### config.mk
export PLATFORM = sky130hd
export DESIGN_NAME = capture_event_logger
export DESIGN_NICKNAME = d
export VERILOG_FILES = /design/src/rtl/capture_event_logger_pkg.sv /design/src/rtl/capture_event_logger_sync_fifo.sv /design/src/rtl/capture_event_logger.sv
export SDC_FILE = /design/constraint.sdc
export NUM_CORES = 1
export LEC_CHECK = 0
export CAP_MARGIN = 20
export CORE_AREA = 2 2 173 175
export CTS_CLUSTER_SIZE = 30
export DETAILED_ROUTE_END_ITERATION = 16
export DIE_AREA = 0 0 175 177
export SETUP_SLACK_MARGIN = 0.02
export SKIP_CTS_REPAIR_TIMING = 1
export SLEW_MARGIN = 20
export SYNTH_ARGS = -nofsm -noshare
export SYNTH_HDL_FRONTEND = slang
export SYNTH_SLANG_ARGS = --single-unit
export TNS_END_PERCENT = 50
### constraint.sdc
create_clock -name clk_i -period 5.1 [get_ports clk_i]
set_clock_uncertainty 0.05 [all_clocks]
set_input_delay 0.51 -clock clk_i [delete_from_list [all_inputs] [get_ports clk_i]]
set_output_delay 0.51 -clock clk_i [all_outputs]
set_load 0.1 [all_outputs]
### src/rtl/capture_event_logger_pkg.sv
// Shared definitions for the capture event logger.
// Holds the default FIFO depth and data width, the event-type encodings
// stored alongside each entry, and the width of the dropped-event counter.
package capture_event_logger_pkg;

  localparam int DEPTH_DEF  = 8;
  localparam int DATA_W_DEF = 32;
  localparam int DROP_CNT_W = 8;

  // Event type bit stored as the MSB of each FIFO entry
  localparam logic EVT_CAPTURE = 1'b0;
  localparam logic EVT_ALARM   = 1'b1;

endpackage

### src/rtl/capture_event_logger_sync_fifo.sv
// sync_fifo: single-clock first-word-fall-through FIFO.
// Ports:
//   clk_i, rst_an_i    clock, synchronous active-low reset
//   clr_i              synchronous flush (pointers and count to zero)
//   push_i, data_i     write request and data; accepted when not full, or
//                      when full and a pop happens in the same cycle
//   pop_i              read request; ignored when empty
//   data_o             head entry, forced to zero while empty
//   full_o, empty_o    status flags
//   level_o            current entry count
module sync_fifo #(
  parameter int WIDTH = 33,
  parameter int DEPTH = 8
) (
  input  logic                     clk_i,
  input  logic                     rst_an_i,
  input  logic                     clr_i,
  input  logic                     push_i,
  input  logic [WIDTH-1:0]         data_i,
  input  logic                     pop_i,
  output logic [WIDTH-1:0]         data_o,
  output logic                     full_o,
  output logic                     empty_o,
  output logic [$clog2(DEPTH):0]   level_o
);

  localparam int AW = $clog2(DEPTH);
  localparam logic [AW:0] FULL_CNT = (AW+1)'(DEPTH);

  logic [WIDTH-1:0] r_mem [DEPTH];
  logic [AW-1:0]    r_wr_ptr;
  logic [AW-1:0]    r_rd_ptr;
  logic [AW:0]      r_count;

  logic w_full;
  logic w_empty;
  logic w_do_push;
  logic w_do_pop;

  assign w_full    = (r_count == FULL_CNT);
  assign w_empty   = (r_count == '0);
  assign w_do_pop  = pop_i & ~w_empty;
  // A pop frees the slot the write lands in, so full + pop still accepts
  assign w_do_push = push_i & (~w_full | w_do_pop);

  // Power-of-two depth: pointers wrap by natural overflow
  always_ff @(posedge clk_i) begin
    if (!rst_an_i) begin
      r_wr_ptr <= '0;
      r_rd_ptr <= '0;
      r_count  <= '0;
    end else if (clr_i) begin
      r_wr_ptr <= '0;
      r_rd_ptr <= '0;
      r_count  <= '0;
    end else begin
      if (w_do_push) r_wr_ptr <= r_wr_ptr + 1'b1;
      if (w_do_pop)  r_rd_ptr <= r_rd_ptr + 1'b1;
      case ({w_do_push, w_do_pop})
        2'b10:   r_count <= r_count + 1'b1;
        2'b01:   r_count <= r_count - 1'b1;
        default: r_count <= r_count;
      endcase
    end
  end

  // Storage carries no reset; the read path is masked while empty instead
  always_ff @(posedge clk_i) begin
    if (rst_an_i && !clr_i && w_do_push) r_mem[r_wr_ptr] <= data_i;
  end

  assign data_o  = w_empty ? '0 : r_mem[r_rd_ptr];
  assign full_o  = w_full;
  assign empty_o = w_empty;
  assign level_o = r_count;

endmodule

### src/rtl/capture_event_logger.sv
// capture_event_logger: merges timer capture strobes and alarm rising edges
// into an ordered event FIFO with overflow accounting.
// Ports:
//   clk_i, rst_an_i          clock, synchronous active-low reset
//   clear_i                  synchronous flush of FIFO, pending alarm, status
//   capture_strobe_i         capture event, value on captured_i
//   alarm_i                  alarm level; a rising edge logs counter_i
//   evt_valid_o/evt_ready_i  FWFT handshake for the head entry
//   evt_data_o, evt_type_o   head value and type (0 capture, 1 alarm)
//   level_o                  entries held
//   overflow_o, drop_cnt_o   sticky drop flag and saturating drop count
module capture_event_logger
  import capture_event_logger_pkg::*;
#(
  parameter int DEPTH  = DEPTH_DEF,
  parameter int DATA_W = DATA_W_DEF
) (
  input  logic                    clk_i,
  input  logic                    rst_an_i,
  input  logic                    clear_i,
  input  logic                    capture_strobe_i,
  input  logic [DATA_W-1:0]       captured_i,
  input  logic                    alarm_i,
  input  logic [DATA_W-1:0]       counter_i,
  output logic                    evt_valid_o,
  input  logic                    evt_ready_i,
  output logic [DATA_W-1:0]       evt_data_o,
  output logic                    evt_type_o,
  output logic [$clog2(DEPTH):0]  level_o,
  output logic                    overflow_o,
  output logic [DROP_CNT_W-1:0]   drop_cnt_o
);

  logic                  r_alarm_q;
  logic                  r_arm;
  logic                  r_pend_vld;
  logic [DATA_W-1:0]     r_pend_data;
  logic                  r_overflow;
  logic [DROP_CNT_W-1:0] r_drop_cnt;

  logic                  w_alarm_edge;
  logic                  w_push;
  logic [DATA_W:0]       w_push_data;
  logic                  w_pend_load;
  logic                  w_edge_drop;
  logic                  w_full_drop;
  logic                  w_full;
  logic                  w_empty;
  logic                  w_pop;
  logic [DATA_W:0]       w_fifo_data;
  logic [DROP_CNT_W:0]   w_drop_sum;
  logic [DROP_CNT_W-1:0] w_drop_next;

  // r_arm stays low for the first cycle after reset so an alarm already high
  // at release is absorbed into r_alarm_q instead of reading as an edge.
  assign w_alarm_edge = r_arm & alarm_i & ~r_alarm_q;

  // Capture wins the single push slot; an alarm that loses goes to the
  // one-deep pending register, and a further edge while it is occupied
  // by a blocked alarm is dropped.
  always_comb begin
    w_push      = 1'b0;
    w_push_data = '0;
    w_pend_load = 1'b0;
    w_edge_drop = 1'b0;
    if (capture_strobe_i) begin
      w_push      = 1'b1;
      w_push_data = {EVT_CAPTURE, captured_i};
      if (r_pend_vld) w_edge_drop = w_alarm_edge;
      else            w_pend_load = w_alarm_edge;
    end else if (r_pend_vld) begin
      w_push      = 1'b1;
      w_push_data = {EVT_ALARM, r_pend_data};
      w_pend_load = w_alarm_edge;
    end else if (w_alarm_edge) begin
      w_push      = 1'b1;
      w_push_data = {EVT_ALARM, counter_i};
    end
  end

  assign w_pop       = ~w_empty & evt_ready_i;
  assign w_full_drop = w_push & w_full & ~w_pop;

  // At most two drops per cycle; one spare bit detects saturation
  assign w_drop_sum  = {1'b0, r_drop_cnt}
                     + (DROP_CNT_W+1)'(w_full_drop)
                     + (DROP_CNT_W+1)'(w_edge_drop);
  assign w_drop_next = w_drop_sum[DROP_CNT_W] ? '1 : w_drop_sum[DROP_CNT_W-1:0];

  always_ff @(posedge clk_i) begin
    if (!rst_an_i) begin
      r_alarm_q   <= 1'b0;
      r_arm       <= 1'b0;
      r_pend_vld  <= 1'b0;
      r_pend_data <= '0;
      r_overflow  <= 1'b0;
      r_drop_cnt  <= '0;
    end else begin
      // Edge history tracks through clear so no false edge follows it
      r_alarm_q <= alarm_i;
      r_arm     <= 1'b1;
      if (clear_i) begin
        r_pend_vld <= 1'b0;
        r_overflow <= 1'b0;
        r_drop_cnt <= '0;
      end else begin
        r_pend_vld <= (capture_strobe_i & r_pend_vld) | w_pend_load;
        if (w_pend_load) r_pend_data <= counter_i;
        if (w_full_drop | w_edge_drop) r_overflow <= 1'b1;
        r_drop_cnt <= w_drop_next;
      end
    end
  end

  sync_fifo #(
    .WIDTH (DATA_W + 1),
    .DEPTH (DEPTH)
  ) u_fifo (
    .clk_i    (clk_i),
    .rst_an_i (rst_an_i),
    .clr_i    (clear_i),
    .push_i   (w_push),
    .data_i   (w_push_data),
    .pop_i    (w_pop),
    .data_o   (w_fifo_data),
    .full_o   (w_full),
    .empty_o  (w_empty),
    .level_o  (level_o)
  );

  assign evt_valid_o = ~w_empty;
  assign evt_type_o  = w_fifo_data[DATA_W];
  assign evt_data_o  = w_fifo_data[DATA_W-1:0];
  assign overflow_o  = r_overflow;
  assign drop_cnt_o  = r_drop_cnt;

endmodule
==> results of run 1 <==
-- flip-flops by register name, indices dropped and copies added (netlist names), named ones only --
signal,count
u_fifo.r_rd_ptr,3
r_alarm_q,1
r_arm,1
u_fifo.r_mem,264
r_pend_data,32
drop_cnt_o,8
u_fifo.r_wr_ptr,3
r_pend_vld,1
overflow_o,1
u_fifo.level_o,4
-- power by group --
group	leakage, nW	switching (mW)	internal [mW]
clock	0.487	0.943	1.31
sequential	2.87	0.0154	2.87
combinational	1.53	0.354	0.162
total	4.90	1.31	4.34
-- metrics by stage --
step | hold WS [ns] | instances | util [%] | worst slack [ns]
final | 0.405 | 1345 | 53.7 | 1.03
after global routing | 0.418 | 1345 | 53.7 | 0.799
after CTS | 0.406 | 1345 | 53.7 | 0.936
after detailed placement | 0.397 | 1284 | 50.2 | 1.45
after global placement | 0.390 | 1284 | 50.2 | 1.45
after floorplan | 0.385 | 807 | - | 0.439
-- area by class of cell --
type | instances | area, µm² | share of cell area [%]
clock buffers | 52 | 970 | 6.18
clock inverters | 9 | 43.8 | 0.279
inverters | 10 | 40.0 | 0.255
multi-input cells | 426 | 3720 | 23.7
flip-flops and latches | 321 | 9080 | 57.9
well taps | 390 | 488 | 3.11
repair buffers | 137 | 1350 | 8.61
-- kinds of logic (layout without fill, tap and decap cells) --
| family | after synthesis | in the layout | share of synthesized area (%) |
|---|---|---|---|
| flops | 321 | 321 | 69.8 |
| simple gates | 189 | 189 | 6.33 |
| compound gates | 120 | 120 | 6.17 |
| mux | 101 | 101 | 14.1 |
| buf+inv | 60 | 208 | 2.05 |
| fa+ha+maj | 8 | 8 | 0.886 |
| xor+xnor | 8 | 8 | 0.597 |
-- critical path, cell delays in order, from the launching register on --
cell and delay [ns]:
dfxtp_4 0.78, buf_12 0.37, mux4_2 0.54, mux2i_1 0.25, nor2_1 0.07, clkdlybuf4s50_1 0.99
-- routing by layer --
metal / GRT usage [%] / vias to the layer above / share of wire (%)
met2: 31.1 / 239 / 48
met4: 4.69 / 0 / 1.8
met3: 3.05 / 38 / 5.9
li1: - / 3350 / -
met1: 27.6 / 3721 / 45
met5: 0 / - / 0
-- how the worst max path moves through the flow --
stage | end | slack, ns | startpoint | cells past startpoint
2_1_floorplan | u_fifo.r_mem[4][0]$_DFFE_PP_ | 0.44 | u_fifo.level_o[0]$_SDFFE_PP0P_ | 4
3_3_place_gp | evt_data_o[6] | 1.45 | flop | 5
3_5_place_dp | evt_data_o[6] | 1.45 | flop | 5
4_1_cts | evt_data_o[6] | 0.94 | flop | 5
5_1_grt | evt_data_o[6] | 0.80 | flop | 5
6_report | evt_data_o[6] | 1.03 | flop | 5
-- placed cells by master (no fill, tap or decap), types with 3 or more instances in the layout --
cell,instances
o21ai_1,31
ha_1,6
clkbuf_1,14
inv_1,9
edfxtp_1,264
nor2_4,7
buf_4,18
a22oi_1,32
clkdlybuf4s50_1,115
o21ai_0,6
a21boi_1,32
mux2i_1,35
a211oi_1,3
clkinv_1,6
clkbuf_16,35
nand2_1,101
xor2_1,6
or3_1,4
buf_12,3
nand2b_1,5
dfxtp_1,53
mux4_2,66
a21oi_1,9
nor2_1,47
a31oi_1,4
nand3_1,4
nor2b_1,3
clkbuf_8,3
==> metrics.txt, run 1 <==
RSZ-0062 raised after global routing=false; clk buf depth=3; via/cell ratio=5.46; vias in the first global route=7470; number of CTS-inserted buffers=34; Worst Hold Path EP=r_pend_data[28]$_SDFFE_PN0P_; first-pass GRT wire length=44.5 mm; Routed WL=29.5 mm; Crit Reg-Reg Endpoint=u_fifo.level_o[3]$_SDFFE_PP0P_; initial core utilization=44.4%; arrival time at the worst endpoint=3.51 ns; HP Start=r_pend_data[28]$_SDFFE_PN0P_; Post-synth top cells=edfxtp_1 (264), nand2_1 (101), mux4_2 (66); Yosys reg bits=321; GPL Wtd Cong=0.735; FP Rows=63; post-synthesis async set-or-reset flop share=0%; CTS tree=yes; synth unique cells=45; Synth area leader=edfxtp_1; status=complete, no violations; P&R area growth vs syn=20.8%; maximum vdd drop=0.180 mV; final setup fails=0; Syn Area/Cell=16.1 µm²; CTS HTree Levels=2; Filler Cell Count=2369; Antenna Nets Post-Route=0; hold depth=2; WL/cell=21.9 µm; core area=29200 µm²; r2r startpoint=u_fifo.level_o[0]$_SDFFE_PP0P_; number of remaining DRC errors=0; Power Total=5.65 mW; Post-Syn Instances=807; maxcap violations=0; Lkg Pwr=4.90 nW; f_max=0.245 GHz; initial antenna violation count=0; die width=175 µm; Tot GR Track Use=19.3%; r2r worst-path depth=10; routed via count=7348; Sink Count=321; WS Path Type=reg -> out; die height=177 µm; power per cell area=360 nW/µm²; synth top area cells=edfxtp_1 (61%), mux4_2 (11%), dfxtp_1 (8.8%); post-route setup TNS=0 ns; fin. max-slew vios=0; top_reg_cell synth=edfxtp_1; Reg clk slew, reported paths=0.06 ns; Total Nets Final=1008; Initial DRT Pass Iterations=5; total placed instance area=14700 µm²; port bufs=116; Max-Slew Margin vs Limit=31.4%; synth warn=0; WP data required=4.54 ns; Tmin final=4.07 ns; Total Die Area=31000 µm²; largest net degree at the start of global routing=50; crit path capture type=primary output; Seq/Total Area, Yosys=69.8%; DP HPWL=17.4 mm; Slew @ Worst Pin=1.03 ns; top cell type's share of synthesized area=61.0%; syn nets=885; synthesized area=13000 µm²; layout cells sized above 1=15.7%; FF-to-FF setup slack=2.13 ns; Finished Cell Area=15700 µm²; Hold Fails Final Rpt=0; clk root buf=clkbuf_16; most frequent cell after synthesis=edfxtp_1; Initial DRC Count=752; Final period util=79.9%; I/O pin total=117; Clk Latency, worst-skew pair=0.50 ns; nature of the critical path startpoint=flop; hold crit path type=reg -> reg; total grt overflow=0; diodes inserted=0; Max Fanout on Critical Path=36; EDFF count, synth=264
Note: power is estimated with default switching activity, not from simulation.
==> run 2, diff against run 1 <==
clock period = 4 ns   (was 5.1 ns; I/O delays follow)
==> metrics.txt, run 2 (synthesis gave the netlist of run 1 again) <==
hold depth=3 (was 2); Tot GR Track Use=20.2% (was 19.3%); r2r worst-path depth=10 (unchanged); Initial DRC Count=601 (was 752); Max-Slew Margin vs Limit=32.5% (was 31.4%); core area=29200 µm² (unchanged); layout cells sized above 1=20.3% (was 15.7%); hold slack=0.373 ns (was 0.405 ns); clk root buf=clkbuf_16 (unchanged); RSZ-0062 raised after global routing=false (unchanged); Worst Hold Path EP=r_pend_vld$_SDFF_PP0_ (was r_pend_data[28]$_SDFFE_PN0P_); post-route setup TNS=0 ns (unchanged); maxcap violations=0 (unchanged); largest net degree at the start of global routing=50 (unchanged); clk buf depth=3 (unchanged); HP Start=capture_strobe_i (was r_pend_data[28]$_SDFFE_PN0P_); I/O pin total=117 (unchanged); total grt overflow=0 (unchanged); r2r startpoint=u_fifo.level_o[0]$_SDFFE_PP0P_ (unchanged); FF-to-FF setup slack=1.28 ns (was 2.13 ns); Routed WL=30.9 mm (was 29.5 mm); total placed instance area=14700 µm² (about the same); leading cell type in the layout, fill and taps excluded=edfxtp_1 (unchanged); Non-Filler Instances=1351 (was 1345); leading cell types in the layout, fill and taps excluded=edfxtp_1 (264), nand2_1 (101), clkdlybuf4s50_1 (86), mux4_2 (66), dfxtp_1 (53) (was edfxtp_1 (264), clkdlybuf4s50_1 (115), nand2_1 (101), mux4_2 (66), dfxtp_1 (53)); Sink Count=321 (unchanged); initial antenna violation count=1 (was 0); first-pass GRT wire length=45.9 mm (was 44.5 mm); Finished Cell Area=15900 µm² (was 15700 µm²); Crit Reg-Reg Endpoint=u_fifo.level_o[3]$_SDFFE_PP0P_ (unchanged); Clk Latency, worst-skew pair=0.50 ns (about the same); Total Nets Final=1013 (was 1008); GPL Wtd Cong=0.731 (was 0.735); DP HPWL=18.5 mm (was 17.4 mm); Placed Cells=1288 (was 1284); CTS tree=yes (unchanged); Initial DRT Pass Iterations=5 (unchanged); die width=175 µm (unchanged); diodes inserted=0 (unchanged); routed via count=7436 (was 7348); P&R area growth vs syn=22.5% (was 20.8%); Antenna Nets Post-Route=0 (unchanged); crit path capture type=primary output (unchanged); WL/cell=22.9 µm (was 21.9 µm); final setup fails=0 (unchanged); via/cell ratio=5.50 (was 5.46); fin. max-slew vios=0 (unchanged); nature of the critical path startpoint=flop (unchanged); CTS HTree Levels=2 (unchanged); max reg flops=264 (unchanged); status=complete, no violations (unchanged); Hold Fails Final Rpt=0 (unchanged); Power Total=7.64 mW (was 5.65 mW); pre-CTS WS=0.985 ns (was 1.45 ns); Reg with most FFs=u_fifo.r_mem (unchanged); number of remaining DRC errors=0 (unchanged); number of CTS-inserted buffers=35 (was 34); WS Path Type=reg -> out (unchanged); setup slack after layout=0.608 ns (was 1.03 ns); die height=177 µm (unchanged); arrival time at the worst endpoint=2.94 ns (was 3.51 ns); initial core utilization=44.4% (unchanged); Reg clk slew, reported paths=0.06 ns (about the same); hold crit path type=in -> reg (was reg -> reg); f_max=0.295 GHz; Final period util=84.8%; Slew @ Worst Pin=1.01 ns (was 1.03 ns); WP data required=3.55 ns (was 4.54 ns); vias in the first global route=7526 (was 7470); FP Rows=63 (unchanged); maximum vdd drop=0.282 mV (was 0.180 mV); Tmin final=3.39 ns; Lkg Pwr=5.09 nW (was 4.90 nW); Total Die Area=31000 µm² (unchanged); port bufs=116 (unchanged); power per cell area=480 nW/µm² (was 360 nW/µm²); Max Fanout on Critical Path=23 (was 36); final core occ=54.4% (was 53.7%)
==> run 2: changes by cell type in the layout (fill, tap and decap cells not counted), moves of 2 or more <==
cell / previous run / this run
buf_4: 18 / 46
buf_12: 3 / 8
clkbuf_8: 3 / 7
clkdlybuf4s50_1: 115 / 86
clkinv_1: 6 / 3
bufinv_16: 0 / 4
clkbuf_16: 35 / 37
clkbuf_1: 14 / 7
clkinv_2: 1 / 5
==> run 2: how the worst max path moves through the flow <==
stage,end,cells after the start
floorplan,u_fifo.r_mem[0][0]$_DFFE_PP_,4
global placement,u_fifo.r_mem[7][9]$_DFFE_PP_,6
detailed placement,u_fifo.r_mem[1][9]$_DFFE_PP_,6
CTS,evt_data_o[10],4
global route,evt_data_o[15],4
finish,evt_data_o[20],4
==> run 2: critical path, cell delays in order (launching register included) <==
cell and delay [ns]:
dfxtp_4 0.66, mux4_2 0.57, mux2i_1 0.15, nor2_1 0.06, clkdlybuf4s50_1 0.98
==> run 2: routing by layer <==
| metal | part of all wire (%) | global-route usage, % | vias up |
|---|---|---|---|
| li1 | - | - | 3367 |
| met1 | 43 | 27.7 | 3816 |
| met2 | 50 | 33.9 | 219 |
| met5 | 0 | 0 | - |
| met4 | 1.5 | 5.03 | 0 |
| met3 | 5.1 | 3.20 | 34 |
==> run 2: area by class of cell <==
type | instances | area, µm²
fill | 2326 | 13300
sequential | 321 | 9080
multi-input combinational | 426 | 3730
timing repair buffer | 141 | 1370
clock buffer | 51 | 1050
tap | 390 | 488
clock inverter | 12 | 156
inverter | 10 | 40.0
==> run 2: where the power goes <==
group / switching, mW / leakage [nW] / total, mW / internal, mW
clock network: 1.24 / 0.595 / 3.31 / 2.07
registers: 0.0201 / 2.87 / 3.68 / 3.66
logic: 0.454 / 1.62 / 0.655 / 0.201
total: 1.71 / 5.09 / 7.64 / 5.93
==> run 3, diff against run 2 <==
PLACE_DENSITY = 0.67   (was default)
clock period = 2.91 ns   (was 4 ns; I/O delays follow)
==> metrics.txt, run 3 (synthesis gave the netlist of run 1 again) <==
diodes inserted=0 (unchanged); FP Rows=63 (unchanged); post-route setup TNS=0 ns (unchanged); total placed instance area=15100 µm² (was 14700 µm²); layout cells sized above 1=24.5% (was 20.3%); Slew @ Worst Pin=0.785 ns (was 1.01 ns); Power Total=10.5 mW (was 7.64 mW); Initial DRT Pass Iterations=5 (unchanged); DP HPWL=19.0 mm (was 18.5 mm); Lkg Pwr=5.30 nW (was 5.09 nW); Antenna Nets Post-Route=0 (unchanged); Tot GR Track Use=19.1% (was 20.2%); hold slack=0.273 ns (was 0.373 ns); core area=29200 µm² (unchanged); leading cell types in the layout, fill and taps excluded=edfxtp_1 (264), nand2_1 (101), clkdlybuf4s50_1 (68), mux4_2 (66), buf_4 (61) (was edfxtp_1 (264), nand2_1 (101), clkdlybuf4s50_1 (86), mux4_2 (66), dfxtp_1 (53)); final core occ=55.9% (was 54.4%); Final period util=96.5%; hold crit path type=in -> reg (unchanged); leading cell type in the layout, fill and taps excluded=edfxtp_1 (unchanged); via/cell ratio=5.45 (was 5.50); Total Die Area=31000 µm² (unchanged); vias in the first global route=7560 (was 7526); P&R area growth vs syn=25.8% (was 22.5%); HP Start=capture_strobe_i (unchanged); port bufs=116 (unchanged); WL/cell=21.4 µm (was 22.9 µm); status=complete, no violations (unchanged); fin. max-slew vios=0 (unchanged); die height=177 µm (unchanged); clk root buf=clkbuf_16 (unchanged); max reg flops=264 (unchanged); WS Path Type=reg -> out (unchanged); power per cell area=640 nW/µm² (was 480 nW/µm²); nature of the critical path startpoint=flop (unchanged); I/O pin total=117 (unchanged); setup slack after layout=0.102 ns (was 0.608 ns); GPL Wtd Cong=0.769 (was 0.731); clk buf depth=3 (unchanged); Max Fanout on Critical Path=24 (was 23); Sink Count=321 (unchanged); first-pass GRT wire length=44.5 mm (was 45.9 mm); largest net degree at the start of global routing=37 (was 50); die width=175 µm (unchanged); Reg clk slew, reported paths=0.06 ns (about the same); r2r startpoint=u_fifo.level_o[0]$_SDFFE_PP0P_ (unchanged); Tmin final=2.81 ns; number of remaining DRC errors=0 (unchanged); Reg with most FFs=u_fifo.r_mem (unchanged); Max-Slew Margin vs Limit=47.7% (was 32.5%); arrival time at the worst endpoint=2.47 ns (was 2.94 ns); crit path capture type=primary output (unchanged); Clk Latency, worst-skew pair=0.50 ns (about the same); Placed Cells=1308 (was 1288); RSZ-0062 raised after global routing=true (was false); Finished Cell Area=16300 µm² (was 15900 µm²); Non-Filler Instances=1371 (was 1351); maximum vdd drop=0.353 mV (was 0.282 mV); final setup fails=0 (unchanged); Initial DRC Count=640 (was 601); Routed WL=29.3 mm (was 30.9 mm); initial antenna violation count=1 (unchanged); initial core utilization=44.4% (unchanged); routed via count=7467 (was 7436); Filler Cell Count=2265 (was 2326); Total Nets Final=1033 (was 1013); WP data required=2.57 ns (was 3.55 ns); total grt overflow=0 (unchanged); f_max=0.356 GHz; maxcap violations=0 (unchanged); Hold Fails Final Rpt=0 (unchanged); CTS HTree Levels=2 (unchanged); CTS tree=yes (unchanged); number of CTS-inserted buffers=34 (was 35); pre-CTS WS=0.184 ns (was 0.985 ns)
[run 3: changes by cell type in the layout (fill, tap and decap cells not counted), moves of 2 or more]
cell	delta
buf_12	+21
clkdlybuf4s50_1	-18
buf_4	+15
clkbuf_8	-5
mux2i_1	-5
mux2i_2	+5
dfxtp_1	-4
clkinv_1	+3
dfxtp_4	+3
buf_16	+2
[run 3: path summary, 6_finish.rpt]
check / end / cells past startpoint / slack, ns
worst max-delay path: evt_data_o[24] / 5 / 0.10
worst min-delay path: drop_cnt_o[0]$_SDFF_PP0_ / 4 / 0.27
worst max register to register: drop_cnt_o[6]$_SDFF_PP0_ / 9 / 0.41
worst min register to register: r_pend_data[24]$_SDFFE_PN0P_ / 2 / 0.40
[run 3: per-layer routing]
layer / wire [µm] / GRT usage (%)
met1: 12800 / 26.8
met2: 14200 / 31.3
met3: 1760 / 3.11
met4: 547 / 5.14
met5: 0 / 0
[run 3: report_power, final]
group	internal (mW)	switching, mW	total (mW)	leakage [nW]
Sequential	5.02	0.0245	5.05	2.88
Clock	2.72	1.69	4.41	0.568
Combinational	0.349	0.643	0.991	1.86
[run 3: worst max-delay path, stage by stage, from the launching register on]
cell	delay, ns
dfxtp_4	0.52
buf_16	0.26
mux4_2	0.57
mux2i_2	0.27
nor2_1	0.07
buf_4	0.25
[run 3: cell type report]
| type | count | area, µm² | area share, % |
|---|---|---|---|
| Sequential cell | 321 | 9090 | 55.6 |
| Clock inverter | 17 | 184 | 1.13 |
| Multi-Input combinational cell | 426 | 3750 | 23.0 |
| Clock buffer | 45 | 976 | 5.98 |
| Inverter | 10 | 40.0 | 0.245 |
| Tap cell | 390 | 488 | 2.99 |
| Timing Repair Buffer | 162 | 1800 | 11.0 |
